$ cat src/rtl/alu_pkg.sv
// Shared ALU definitions: function codes, default operand width and the
// sequencer state encoding used by the multi-cycle units.
package alu_pkg;

    localparam int DATA_WIDTH = 32;

    localparam logic [5:0] MUL  = 6'b011001;
    localparam logic [5:0] DIVU = 6'b011011;
    localparam logic [5:0] OUT  = 6'b111111;

    typedef enum logic [1:0] {
        IDLE = 2'd0,
        RUN  = 2'd1,
        FIN  = 2'd2
    } state_t;

endpackage

$ cat src/rtl/divider_if.sv
// ALU-side bundle shared with the multiplier: operands, function code,
// the 64-bit HI/LO result and the completion status flags.
interface divider_if #(
    parameter int WIDTH = alu_pkg::DATA_WIDTH
);
    logic [WIDTH-1:0]   dataA;
    logic [WIDTH-1:0]   dataB;
    logic [5:0]         Signal;
    logic [2*WIDTH-1:0] dataOut;
    logic               busy;
    logic               done;
    logic               div_zero;

    modport master (
        output dataA, dataB, Signal,
        input  dataOut, busy, done, div_zero
    );

    modport slave (
        input  dataA, dataB, Signal,
        output dataOut, busy, done, div_zero
    );

endinterface

$ cat src/rtl/div_step.sv
// One restoring-division iteration: shift {R,Q} left, trial-subtract the
// divisor, keep the difference and set the quotient bit when it fits.
module div_step #(
    parameter int WIDTH = alu_pkg::DATA_WIDTH
) (
    input  logic [WIDTH:0]   r,
    input  logic [WIDTH-1:0] q,
    input  logic [WIDTH-1:0] d,
    output logic [WIDTH:0]   rNext,
    output logic [WIDTH-1:0] qNext
);

    logic [WIDTH+1:0] rShifted;
    logic [WIDTH+1:0] trial;

    // One guard bit above R makes the trial's sign bit the borrow-out.
    always_comb begin
        rShifted = {r, q[WIDTH-1]};
        trial    = rShifted - {2'b00, d};
        if (!trial[WIDTH+1]) begin
            rNext = trial[WIDTH:0];
            qNext = {q[WIDTH-2:0], 1'b1};
        end else begin
            rNext = rShifted[WIDTH:0];
            qNext = {q[WIDTH-2:0], 1'b0};
        end
    end

endmodule

$ cat src/rtl/divider.sv
// Sequential unsigned restoring divider: one quotient bit per clock,
// result {remainder, quotient} registered for the HI/LO path.
module divider #(
    parameter int         WIDTH = alu_pkg::DATA_WIDTH,
    parameter logic [5:0] DIVU  = alu_pkg::DIVU,
    parameter int         CNT_W = 6
) (
    input logic      clk,
    input logic      reset,
    divider_if.slave bus
);
    import alu_pkg::*;

    localparam logic [CNT_W-1:0] LAST_STEP = CNT_W'(WIDTH - 1);
    localparam logic [CNT_W-1:0] FIN_END   = CNT_W'(WIDTH);

    state_t           state;
    state_t           nextState;
    logic [WIDTH:0]   rReg;
    logic [WIDTH-1:0] qReg;
    logic [WIDTH-1:0] dReg;
    logic [CNT_W-1:0] cnt;
    logic             zeroFlag;
    logic [WIDTH:0]   rStep;
    logic [WIDTH-1:0] qStep;
    logic             start;
    logic             zeroDivisor;

    assign start       = (state == IDLE) && (bus.Signal == DIVU);
    assign zeroDivisor = (bus.dataB == '0);

    div_step #(.WIDTH(WIDTH)) step (
        .r     (rReg),
        .q     (qReg),
        .d     (dReg),
        .rNext (rStep),
        .qNext (qStep)
    );

    always_ff @(posedge clk or negedge reset) begin
        if (!reset) state <= IDLE;
        else        state <= nextState;
    end

    // FIN lasts until the counter reaches WIDTH, which is one cycle after the
    // last iteration and two cycles for the divide-by-zero shortcut.
    always_comb begin
        nextState = state;
        case (state)
            IDLE: if (start) nextState = zeroDivisor ? FIN : RUN;
            RUN:  if (cnt == LAST_STEP) nextState = FIN;
            FIN:  if (cnt == FIN_END) nextState = IDLE;
            default: nextState = IDLE;
        endcase
    end

    always_ff @(posedge clk or negedge reset) begin
        if (!reset) begin
            rReg         <= '0;
            qReg         <= '0;
            dReg         <= '0;
            cnt          <= '0;
            zeroFlag     <= 1'b0;
            bus.dataOut  <= '0;
            bus.busy     <= 1'b0;
            bus.done     <= 1'b0;
            bus.div_zero <= 1'b0;
        end else begin
            bus.done <= 1'b0;
            case (state)
                IDLE: begin
                    if (start) begin
                        dReg         <= bus.dataB;
                        qReg         <= bus.dataA;
                        rReg         <= '0;
                        cnt          <= zeroDivisor ? LAST_STEP : '0;
                        zeroFlag     <= zeroDivisor;
                        bus.busy     <= 1'b1;
                        bus.div_zero <= 1'b0;
                    end
                end
                RUN: begin
                    rReg <= rStep;
                    qReg <= qStep;
                    cnt  <= cnt + 1'b1;
                end
                FIN: begin
                    if (cnt == FIN_END) begin
                        bus.dataOut  <= zeroFlag ? {qReg, {WIDTH{1'b1}}}
                                                 : {rReg[WIDTH-1:0], qReg};
                        bus.done     <= 1'b1;
                        bus.busy     <= 1'b0;
                        bus.div_zero <= zeroFlag;
                    end else begin
                        cnt <= cnt + 1'b1;
                    end
                end
                default: ;
            endcase
        end
    end

endmodule

$ cat src/flat_wrapper.sv
// flat-port wrapper written by rule: the top's interface ports become plain ports
module divider_flat import alu_pkg::*;
#(
    parameter int         WIDTH = alu_pkg::DATA_WIDTH,
    parameter logic [5:0] DIVU  = alu_pkg::DIVU,
    parameter int         CNT_W = 6
)
  (clk, reset, bus_dataA, bus_dataB, bus_Signal, bus_dataOut, bus_busy, bus_done, bus_div_zero);
  divider_if #(.WIDTH(WIDTH)) bus_i ();
  input logic clk;
  input logic reset;
  input wire logic [$bits(bus_i.dataA)-1:0] bus_dataA;
  input wire logic [$bits(bus_i.dataB)-1:0] bus_dataB;
  input wire logic [$bits(bus_i.Signal)-1:0] bus_Signal;
  output wire logic [$bits(bus_i.dataOut)-1:0] bus_dataOut;
  output wire logic [$bits(bus_i.busy)-1:0] bus_busy;
  output wire logic [$bits(bus_i.done)-1:0] bus_done;
  output wire logic [$bits(bus_i.div_zero)-1:0] bus_div_zero;
  assign bus_i.dataA = bus_dataA;
  assign bus_i.dataB = bus_dataB;
  assign bus_i.Signal = bus_Signal;
  assign bus_dataOut = bus_i.dataOut;
  assign bus_busy = bus_i.busy;
  assign bus_done = bus_i.done;
  assign bus_div_zero = bus_i.div_zero;
  divider #(.WIDTH(WIDTH), .DIVU(DIVU), .CNT_W(CNT_W)) u_core (.clk(clk), .reset(reset), .bus(bus_i));
endmodule
$ cat config.mk
export PLATFORM = sky130hd
export DESIGN_NAME = divider_flat
export DESIGN_NICKNAME = d
export VERILOG_FILES = /design/src/rtl/alu_pkg.sv /design/src/rtl/divider_if.sv /design/src/rtl/div_step.sv /design/src/rtl/divider.sv /design/src/flat_wrapper.sv
export SDC_FILE = /design/constraint.sdc
export NUM_CORES = 1
export LEC_CHECK = 0
export BUFFER_PORTS_ARGS = -buffer_cell sky130_fd_sc_hd__buf_2
export CAP_MARGIN = 10
export CORE_ASPECT_RATIO = 0.75
export CORE_MARGIN = 3
export CORE_UTILIZATION = 63
export DETAILED_ROUTE_END_ITERATION = 8
export PLACE_DENSITY_LB_ADDON = 0.12
export SETUP_SLACK_MARGIN = 0.05
export SYNTH_ARGS = -nofsm -noshare
export SYNTH_HDL_FRONTEND = slang
export SYNTH_SLANG_ARGS = --single-unit
export TNS_END_PERCENT = 50
$ cat constraint.sdc
create_clock -name clk -period 7.5 [get_ports clk]
set_clock_uncertainty 0.1 [all_clocks]
set_input_delay 1.5 -clock clk [delete_from_list [all_inputs] [get_ports clk]]
set_output_delay 1.5 -clock clk [all_outputs]
set_load 0.02 [all_outputs]
==> summary.md, run 1 <==
| Metric | Value |
|---|---|
| TritonCTS clock tree | `done` |
| Final antenna-violating net count | `0` |
| CP max-delay cell | `or3b_2` |
| Ports | `139` |
| DR pass1 iterations | `5` |
| First-pass GRT wire length | `40000 um` |
| CTS sink cnt | `173` |
| P_sw | `2.18 mW` |
| # setup viols final | `0` |
| Max IR drop VDD | `339 uV` |
| Synthesized instance count | `1064` |
| Yosys reg bits | `173` |
| Post-Route Setup TNS | `0 ns` |
| Hold_buf cts | `0` |
| Detailed-route via count | `8357` |
| Combinational share of power | `0.500` |
| DRC | `0` |
| Post-CTS sizing | `0` |
| Post-CTS Setup Bufs | `0` |
| Hold Path Class | `register to register` |
| DIE AREA | `0.0170 sq mm` |
| Crit path cell chain | `inv_1 > ha_1 > fa_1 > nor2b_1 > o31ai_1 > a31o_2 > a31oi_1 > o21ai_0 > or3b_2 > a41oi_1 > o211ai_1` |
| Width of the die | `150 um` |
| Starting Density | `0.660` |
| Post-synth top area cell | `dfrtp_1` |
| CP startpoint kind | `register` |
| Crit Path Class | `register to register` |
| Core Region | `0.0148 sq mm` |
| Clock group share of total power | `0.202` |
| Synth top area cells | `dfrtp_1 44%, nand2_1 6.7%, mux2i_1 6.6%` |
| Ys Warns | `0` |
| RSZ-0062 raised after global routing | `false` |
| Synthesis-to-finish area growth | `14.6%` |
| # nets final | `1274` |
| Worst-Margin Slew | `1.06 ns` |
| Post-Syn Nets | `1175` |
| Post-Syn Area per Cell | `9.17 sq um` |
| Crit. End Element | `register` |
| CP max FO | `4` |
| Final hold viol count | `0` |
| Clk slew on worst S/H paths | `0.07 ns` |
| Post-layout power | `4.98 mW` |
| Layout cells sized above 1 | `0.192` |
| Htree depth | `4` |
| Final slew viol count | `0` |
| Status | `completed` |
| Max Cap Violations | `0` |
| Total routed wirelength | `24400 um` |
| Internal | `2.80 mW` |
| Ratio of final minimum period to clock period | `0.497` |
| Crit path largest cell delay | `0.57 ns` |
| Main synth FF type | `dfrtp_1` |
| Max frequency | `0.268 GHz` |
| Placed Instance Area | `0.0105 sq mm` |
| Sequential area share after synthesis | `0.444` |
| HPWL after DPL | `17000 um` |
| Number of synthesized flops with an enable pin | `0` |
| Clk Latency, worst-skew pair | `0.43 ns` |
| Switch share | `0.438` |
| Total grt overflow | `0` |
| Bufs and invs on worst path | `1` |
| Maximum buffer depth of the clock tree | `2` |
| Diode count | `0` |
| Vias/cell | `6.07` |
| Finished Core Util | `0.757` |
| Final min period | `3.73 ns` |
| IO buf count | `138` |
| Relative slew slack | `0.292` |
| Num CTS Buffers | `17` |
| Cell Rows | `38` |
| Die Y | `114 um` |
| Pwr dens | `445 mW/mm^2` |
| Yosys cell types | `63` |
| Cell Area, Synth | `0.00976 sq mm` |
| Dpl cells | `1344` |
| Total GRT Usage | `0.293` |
| Vias in the first global route | `7938` |
| Root buffer cell | `clkbuf_16` |
| Initial antenna violation count | `0` |
| DRT iter0 DRCs | `835` |
| WP data required | `7.70 ns` |
| Crit-path leading delay family | `compound AO/OA/AOI/OAI gates` |
| Sequential power share | `0.298` |
| Top-area cell type share of the netlist area | `0.444` |
| WL/cell | `17.7 um` |
| CP Data Arrival Time | `3.93 ns` |
| Final instance area | `0.0112 sq mm` |
| Asr flop ratio synth | `1.00` |
| Non-Filler Instances | `1376` |
| Reg2Reg Setup Slack | `3.77 ns` |
| Static Leak | `5.24 nW` |
| Largest net degree at the start of global routing | `129` |
| Routability cong. | `0.921` |
cell families after synthesis:
| group | after synthesis | synth area share |
|---|---|---|
| flops | 173 | 0.444 |
| buf+inv | 113 | 0.0473 |
| compound gates | 287 | 0.182 |
| mux | 97 | 0.104 |
| xor+xnor | 24 | 0.0215 |
| fa+ha+maj | 39 | 0.0508 |
| simple gates | 331 | 0.151 |
layout make-up:
class	count	area (sq um)
repair buffers	148	772
clock buffers	21	470
well taps	200	250
inverters	45	169
fillers	1089	3600
clock inverters	11	201
flip-flops and latches	173	4330
multi-input cells	778	4990
sequential cells by signal, summed over array words and instances, names as in the netlist:
register	flops
u_core.bus.dataOut	64
u_core.rReg	33
u_core.dReg	32
u_core.qReg	32
u_core.cnt	6
u_core.state	2
u_core.bus.busy	1
u_core.bus.div_zero	1
u_core.bus.done	1
u_core.zeroFlag	1
power groups by stage:
stage          Clock, mW  Sequential (mW)  Combinational (mW)
2_1_floorplan          0             1.43                1.90
3_3_place_gp           0             1.48                2.39
3_5_place_dp           0             1.49                2.43
4_1_cts             1.01             1.48                2.46
5_1_grt             1.05             1.52                2.77
6_report            1.00             1.49                2.49
Yosys cell counts, drive strengths merged (5+ instances only):
master and instances:
a21oi 60, buf 12, nand3 13, o21ai 118, nor3 8, a211oi 5, dfrtp 173, a21o 14
nand4 22, ha 38, nor2b 6, mux2 33, o211ai 25, and3 9, clkbuf 56, nand2 174
xor2 7, inv 45, a221o 13, a31oi 9, mux2i 64, nor4 9, nor2 66, and2 6
o21a 6, xnor2 17
worst min-delay path: cells and delay by family, from the launching register on:
family          cells  cell delay (ns)
flops               1             0.34
compound gates      1             0.06
simple gates        1             0.04
stage by stage:
| stage | hold slack [ns] | setup WS, ns |
|---|---|---|
| final | 0.374 | 3.77 |
| after detailed placement | 0.365 | 3.62 |
| after CTS | 0.379 | 3.92 |
| after global routing | 0.399 | 3.68 |
| after floorplan | 0.379 | 4.16 |
| after global placement | 0.357 | 3.69 |
layout by cell type, fill, tap and decap left out, drive strengths merged, types with 13 or more instances in the layout:
master / instances
nand3: 13
nor2: 66
a21o: 14
o211ai: 25
clkbuf: 21
inv: 48
ha: 38
a21oi: 60
buf: 148
a221o: 13
xnor2: 17
nand4: 22
mux2: 33
mux2i: 64
nand2: 174
o21ai: 118
dfrtp: 173
routing by layer:
metal,global-route usage,vias up,part of all wire
met5,0,-,0
met4,0.0932,0,0.020
met3,0.0457,48,0.058
met2,0.480,287,0.48
met1,0.406,4058,0.44
li1,-,3964,-
worst paths after layout:
path	from	end	depth (start not counted)
min in group asynchronous	reset	u_core.cnt[2]$_DFFE_PN0P_	1
setup reg to reg	u_core.qReg[31]$_DFFE_PN0P_	u_core.rReg[32]$_DFFE_PN0P_	11
max in group asynchronous	reset	u_core.rReg[18]$_DFFE_PN0P_	2
hold / removal	u_core.bus.dataOut[5]$_DFFE_PN0P_	u_core.bus.dataOut[5]$_DFFE_PN0P_	2
hold reg to reg	u_core.bus.dataOut[5]$_DFFE_PN0P_	u_core.bus.dataOut[5]$_DFFE_PN0P_	2
setup / recovery	u_core.qReg[31]$_DFFE_PN0P_	u_core.rReg[32]$_DFFE_PN0P_	11
No activity file was read; power rests on OpenSTA's default activity.
==> run 2, diff against run 1 <==
CORE_UTILIZATION = 53   (was 63)
clock period = 3.2 ns   (was 7.5 ns; I/O delays follow)
==> run 2 against run 1 <==
Compared with the run above:
- die area increased by 18%
- clock-buffer cell count decreased by 3
- sequential power rose by 130%
- clock power grew 99%
- core utilization shrank 12 points
- setup slack lost 3.6 ns
- critical path depth did not move
- sequential share of layout area is 0.81 points lower
- routed wire length increased by 4.7%
- critical endpoint unchanged
- largest power group unchanged
==> summary.md, run 2 (synthesized netlist as in run 1, its figures left out) <==
| Metric | Value |
|---|---|
| Status | `completed` |
| HPWL after DPL | `17900 um (+5.6%)` |
| First-pass GRT wire length | `40900 um (+2.2%)` |
| Largest register FFs | `64 (unchanged)` |
| Bufs and invs on worst path | `1 (unchanged)` |
| Worst-Margin Slew | `0.928 ns (-0.134 ns)` |
| Root buffer cell | `clkbuf_16` |
| DRT iter0 DRCs | `703 (-16%)` |
| Total routed wirelength | `25500 um (+4.7%)` |
| Num CTS Buffers | `17 (unchanged)` |
| Critical path depth in cells | `11 (unchanged)` |
| # nets final | `1297 (+1.8%)` |
| Die Y | `124 um (+8.6%)` |
| Crit Path Class | `register to register` |
| Placement Setup Slack | `0.0729 ns (-3.54 ns)` |
| Layout cells sized above 1 | `0.214 (+0.0222)` |
| Clk slew on worst S/H paths | `0.07 ns (about the same)` |
| Total GRT Usage | `0.254 (-0.0387)` |
| Max frequency | `0.328 GHz (+22%)` |
| WL/cell | `17.7 um (about the same)` |
| Final min period | `3.05 ns (-0.678 ns)` |
| Post-Route Setup TNS | `0 ns (unchanged)` |
| Clk Latency, worst-skew pair | `0.43 ns (about the same)` |
| Final antenna-violating net count | `0 (unchanged)` |
| Maximum buffer depth of the clock tree | `2 (unchanged)` |
| Crit-path leading delay family | `compound AO/OA/AOI/OAI gates` |
| Synthesis-to-finish area growth | `17.1%` |
| Non-Filler Instances | `1441 (+4.7%)` |
| Vias in the first global route | `7907 (-0.39%)` |
| Htree depth | `4 (unchanged)` |
| Max Cap Violations | `0 (unchanged)` |
| Final hold viol count | `0 (unchanged)` |
| Ratio of final minimum period to clock period | `0.952 (+0.456)` |
| Largest net degree at the start of global routing | `129 (unchanged)` |
| CP Data Arrival Time | `3.24 ns (-0.69 ns)` |
| DR pass1 iterations | `7 (+2)` |
| CTS sink cnt | `173 (unchanged)` |
| IO buf count | `138 (unchanged)` |
| Width of the die | `163 um (+8.7%)` |
| CP max-delay cell | `or3b_2` |
| Commonest cells after routing, fill and taps aside | `173 x nand2_1, 172 x dfrtp_1, 137 x buf_2` |
| Crit. End Element | `register` |
| Ports | `139 (unchanged)` |
| Core Region | `0.0179 sq mm (+21%)` |
| RSZ-0062 raised after global routing | `true` |
| Max IR drop VDD | `508 uV (+50%)` |
| Relative slew slack | `0.381 (+0.0891)` |
| Most common cell after layout, fill and taps aside | `nand2_1` |
| Routability cong. | `0.917 (-0.38%)` |
| Hold path depth | `2 (unchanged)` |
| Diode count | `0 (unchanged)` |
| Top Registers | `u_core.bus.dataOut x64, u_core.rReg x33` |
| Initial antenna violation count | `0 (unchanged)` |
| Static Leak | `5.32 nW (+1.4%)` |
| CP startpoint kind | `register` |
| Pwr dens | `1030 mW/mm^2 (+130%)` |
| Setup WS post-layout | `0.152 ns (-3.62 ns)` |
| Finished Core Util | `0.640 (-0.117)` |
| Total grt overflow | `0 (unchanged)` |
| Crit path cell chain | `inv_1 > ha_1 > fa_1 > nor2b_2 > o31ai_1 > a31o_2 > a31oi_2 > o21ai_2 > or3b_2 > a41oi_1 > o211ai_1` |
| Hold Path Class | `primary input to register` |
| Detailed-route via count | `8285 (-0.86%)` |
| Largest Register | `u_core.bus.dataOut` |
| WP data required | `3.40 ns (-4.30 ns)` |
| Crit path largest cell delay | `0.50 ns (-0.07 ns)` |
| Starting Density | `0.546 (-0.114)` |
| Final slew viol count | `0 (unchanged)` |
| DIE AREA | `0.0201 sq mm (+18%)` |
| DRC | `0 (unchanged)` |
| CP max FO | `3 (-1)` |
| Cell Rows | `42 (+11%)` |
| # setup viols final | `0 (unchanged)` |
| Dpl cells | `1404 (+4.5%)` |
| Vias/cell | `5.75 (-5.3%)` |
| TritonCTS clock tree | `done` |
| Cell count of the worst reg-to-reg path | `11 (unchanged)` |
==> run 2: cell count changes in the layout (fill, tap and decap cells not counted), moves of 3 or more <==
cell,previous run,this run
bufinv_16,5,0
buf_12,0,5
clkbuf_8,3,0
buf_4,10,25
clkinvlp_4,0,5
ha_1,37,34
==> run 2: routing by layer <==
metal	up-vias	wire, um	GRT usage
met5	-	0	0
met4	0	348	0.0681
met2	225	11900	0.417
met1	4015	12000	0.354
li1	4018	-	-
met3	27	1210	0.0429
==> run 2: area by class of cell <==
class                           count  area [sq um]
Multi-Input combinational cell    779          5050
Fill cell                        1553          6440
Sequential cell                   173          4330
Clock buffer                       18           429
Tap cell                          242           303
Clock inverter                     14           129
Inverter                           45           169
Timing Repair Buffer              170          1020
==> run 2: repair_timing <==
action	4_1_cts	5_1_grt
setup buffers	0	2
gates cloned	0	2
endpoints found under the hold margin	29	0
hold buffers	1	0
setup endpoints to repair	1	32
resized for setup	1	11
==> run 2: worst reg2reg max path, stage by stage (launching register included) <==
cell and delay [ns]:
dfrtp_1 0.38, inv_1 0.08, ha_1 0.21, fa_1 0.39, nor2b_2 0.16, o31ai_1 0.12
a31o_2 0.29, a31oi_2 0.24, o21ai_2 0.11, or3b_2 0.50, a41oi_1 0.23, o211ai_1 0.12
==> run 2: stage by stage <==
stage	area (sq um)	total power [mW]	hold WS (ns)
2_1_floorplan	9760	7.80	0.244
3_3_place_gp	10800	9.32	0.356
3_5_place_dp	10800	9.42	0.365
4_1_cts	11300	11.4	0.343
5_1_grt	11400	12.6	0.345
6_report	11400	11.7	0.354
==> run 2: worst paths after layout <==
check | from | to | slack [ns]
setup / recovery | u_core.qReg[31]$_DFFE_PN0P_ | u_core.rReg[32]$_DFFE_PN0P_ | 0.15
hold / removal | bus_dataB[31] | u_core.dReg[31]$_DFFE_PN0P_ | 0.35
setup reg to reg | u_core.qReg[31]$_DFFE_PN0P_ | u_core.rReg[32]$_DFFE_PN0P_ | 0.15
hold reg to reg | u_core.bus.dataOut[38]$_DFFE_PN0P_ | u_core.bus.dataOut[38]$_DFFE_PN0P_ | 0.38
max in group asynchronous | reset | u_core.dReg[13]$_DFFE_PN0P_ | 1.67
min in group asynchronous | reset | u_core.cnt[3]$_DFFE_PN0P_ | 0.54
==> run 2: power by group <==
part | internal (mW) | leakage, nW | switching (mW)
Clock | 1.02 | 0.257 | 0.963
Combinational | 2.60 | 2.76 | 3.72
Sequential | 2.81 | 2.30 | 0.626
==> run 3, diff against run 2 <==
CORE_UTILIZATION = 54   (was 53)
CTS_BUF_LIST = sky130_fd_sc_hd__clkbuf_8   (was unset)
==> run 3 against run 2 <==
Compared with the run above:
- routed wire length rose by 0.33%
- die area fell by 1.8%
- register-to-register slack improved by 0.05 ns
- combinational power shrank 0.6%
- clock power decreased by 18%
- power decreased by 3.4%
- critical endpoint is now u_core.rReg[3]$_DFFE_PN0P_
- first-iteration DRC count grew 4.3%
- sequential cell count unchanged
- clock-buffer cell count rose by 1
- maximum frequency grew 1.6%
==> summary.md, run 3 (synthesized netlist as in run 1, its figures left out) <==
| Metric | Value |
|---|---|
| CP Data Arrival Time | `3.25 ns (about the same)` |
| Combinational share of power | `0.554 (+0.015)` |
| Num CTS Buffers | `17 (unchanged)` |
| Total grt overflow | `0 (unchanged)` |
| Largest net degree at the start of global routing | `63 (-51%)` |
| Final min period | `3.00 ns (-0.0488 ns)` |
| Internal | `6.15 mW (-4.5%)` |
| HPWL after DPL | `18500 um (+3.2%)` |
| Post-Route Setup TNS | `0 ns (unchanged)` |
| Final hold viol count | `0 (unchanged)` |
| Final antenna-violating net count | `0 (unchanged)` |
| Layout cells sized above 1 | `0.217 (+0.00261)` |
| Initial antenna violation count | `0 (unchanged)` |
| Detailed-route via count | `8347 (+0.75%)` |
| Crit path cell chain | `inv_1 > ha_1 > nand4_1 > nor3_2 > o21ai_0 > buf_4 > a211o_1 > a31oi_2 > or3_4 > buf_12 > a21oi_1 > a221o_1` |
| Critical Path End | `u_core.rReg[3]$_DFFE_PN0P_` |
| Total GRT Usage | `0.261 (+0.00675)` |
| Fillers | `1512 (-2.6%)` |
| Vias/cell | `5.80 (+0.89%)` |
| RSZ-0062 raised after global routing | `false` |
| RR Startpoint | `u_core.dReg[10]$_DFFE_PN0P_` |
| DRC | `0 (unchanged)` |
| Static Leak | `5.28 nW (-0.74%)` |
| # setup viols final | `0 (unchanged)` |
| Largest Register | `u_core.bus.dataOut` |
| Pwr dens | `1000 mW/mm^2 (-2.3%)` |
| Root buffer cell | `clkbuf_8` |
| Clk Latency, worst-skew pair | `0.47 ns (+0.04 ns)` |
| P_sw | `5.20 mW (-2.1%)` |
| Most common cell after layout, fill and taps aside | `nand2_1` |
| Clock group share of total power | `0.144 (-0.025)` |
| Sequential power share | `0.302 (+0.010)` |
| Core Region | `0.0173 sq mm (-3.2%)` |
| R2R Path End | `u_core.rReg[3]$_DFFE_PN0P_` |
| Total routed wirelength | `25600 um (+0.33%)` |
| Cell count of the worst reg-to-reg path | `12 (+1)` |
| Hold Path Class | `primary input to asynchronous set/reset pin` |
| Commonest cells after routing, fill and taps aside | `173 x nand2_1, 172 x dfrtp_1, 137 x buf_2` |
| DIE AREA | `0.0197 sq mm (-1.8%)` |
| Die Y | `122 um (-0.89%)` |
| CP startpoint kind | `register` |
| CP max FO | `36 (+33)` |
| Switch share | `0.458 (+0.00618)` |
| DR pass1 iterations | `7 (unchanged)` |
| Htree depth | `4 (unchanged)` |
| WP data required | `3.45 ns (+0.05 ns)` |
| Relative slew slack | `0.558 (+0.176)` |
| Cell Rows | `41 (-2.4%)` |
| # nets final | `1301 (+0.31%)` |
| Vias in the first global route | `8154 (+3.1%)` |
| TritonCTS clock tree | `done` |
| Worst-Margin Slew | `0.657 ns (-0.271 ns)` |
| Top Registers | `u_core.bus.dataOut x64, u_core.rReg x33` |
| Maximum buffer depth of the clock tree | `2 (unchanged)` |
| Largest register FFs | `64 (unchanged)` |
| Final slew viol count | `0 (unchanged)` |
| Width of the die | `161 um (-0.90%)` |
| Status | `completed` |
| Critical path depth in cells | `12 (+1)` |
| Synthesis-to-finish area growth | `15.8%` |
| Crit. End Element | `register` |
| IO buf count | `138 (unchanged)` |
| Crit-path leading delay family | `compound AO/OA/AOI/OAI gates` |
| Routability cong. | `0.912 (-0.63%)` |
| CP max-delay cell | `dfrtp_1` |
| Clk slew on worst S/H paths | `0.10 ns (+0.03 ns)` |
| DRT iter0 DRCs | `733 (+4.3%)` |
| Finished Core Util | `0.654 (+0.0143)` |
| Max frequency | `0.333 GHz (+1.6%)` |
| Max IR drop VDD | `487 uV (-4.1%)` |
| Starting Density | `0.565 (+0.0183)` |
| Bufs and invs on worst path | `3 (+2)` |
| Max Cap Violations | `0 (unchanged)` |
| Crit Path Class | `register to register` |
| Reg2Reg Setup Slack | `0.20 ns (+0.05 ns)` |
| Start point of the critical path | `u_core.dReg[10]$_DFFE_PN0P_` |
| Ports | `139 (unchanged)` |
| Crit path largest cell delay | `0.40 ns (-0.10 ns)` |
| Diode count | `0 (unchanged)` |
| CTS sink cnt | `173 (unchanged)` |
| Ratio of final minimum period to clock period | `0.937 (-0.0153)` |
| First-pass GRT wire length | `41400 um (+1.1%)` |
| Hold_buf cts | `0 (-1)` |
| WL/cell | `17.8 um (+0.47%)` |
-- run 3: worst min path at each step --
stage / endpoint / slack [ns] / cells past startpoint / from
floorplan: u_core.bus.busy$_DFFE_PN0P_ / 0.24 / 0 / reset
finish: u_core.cnt[2]$_DFFE_PN0P_ / 0.01 / 1 / reset
CTS: u_core.cnt[2]$_DFFE_PN0P_ / 0.01 / 1 / reset
global route: u_core.cnt[2]$_DFFE_PN0P_ / 0.01 / 1 / reset
global placement: u_core.bus.dataOut[4]$_DFFE_PN0P_ / 0.36 / 2 / u_core.bus.dataOut[4]$_DFFE_PN0P_
detailed placement: u_core.bus.dataOut[5]$_DFFE_PN0P_ / 0.36 / 2 / u_core.bus.dataOut[5]$_DFFE_PN0P_
-- run 3: metal layers --
metal  track usage  wire length [um]  up-vias
met5             0                 0        -
met4        0.0661               504        0
met3        0.0540              1200       33
met2         0.427             11900      240
met1         0.360             11900     4044
li1              -                 -     4030
-- run 3: stage by stage --
stage | power [mW] | cells | hold slack [ns] | instance area (sq um) | worst slack, ns
2_1_floorplan | 7.80 | 1064 | 0.244 | 9760 | 0.254
3_3_place_gp | 9.35 | 1405 | 0.359 | 10800 | 0.217
3_5_place_dp | 9.50 | 1405 | 0.364 | 10800 | 0.101
4_1_cts | 11.1 | 1437 | 0.0100 | 11200 | 0.0790
5_1_grt | 12.2 | 1439 | 0.0130 | 11300 | 0.0481
6_report | 11.3 | 1439 | 0.0144 | 11300 | 0.201
-- run 3: final cells by class --
type                            instances  area [sq um]  share of cell area
Sequential cell                       173          4330               0.383
Inverter                               45           169              0.0149
Clock buffer                           19           262              0.0231
Timing Repair Buffer                  174          1040              0.0922
Multi-Input combinational cell        779          5040               0.446
Tap cell                              236           295              0.0261
Clock inverter                         13           164              0.0145
-- run 3: timing repair --
action / in CTS / in global routing
setup buffers: 0 / 1
endpoints found under the setup margin: 0 / 33
resized for setup: 0 / 10
hold endpoints to repair: 0 / 0
-- run 3: power by group through the flow --
stage	clock network (mW)	registers, mW	logic [mW]
floorplan	0	3.36	4.44
global placement	0	3.45	5.90
detailed placement	0	3.46	6.03
CTS	1.66	3.42	6.07
global route	1.76	3.51	6.97
finish	1.63	3.43	6.29
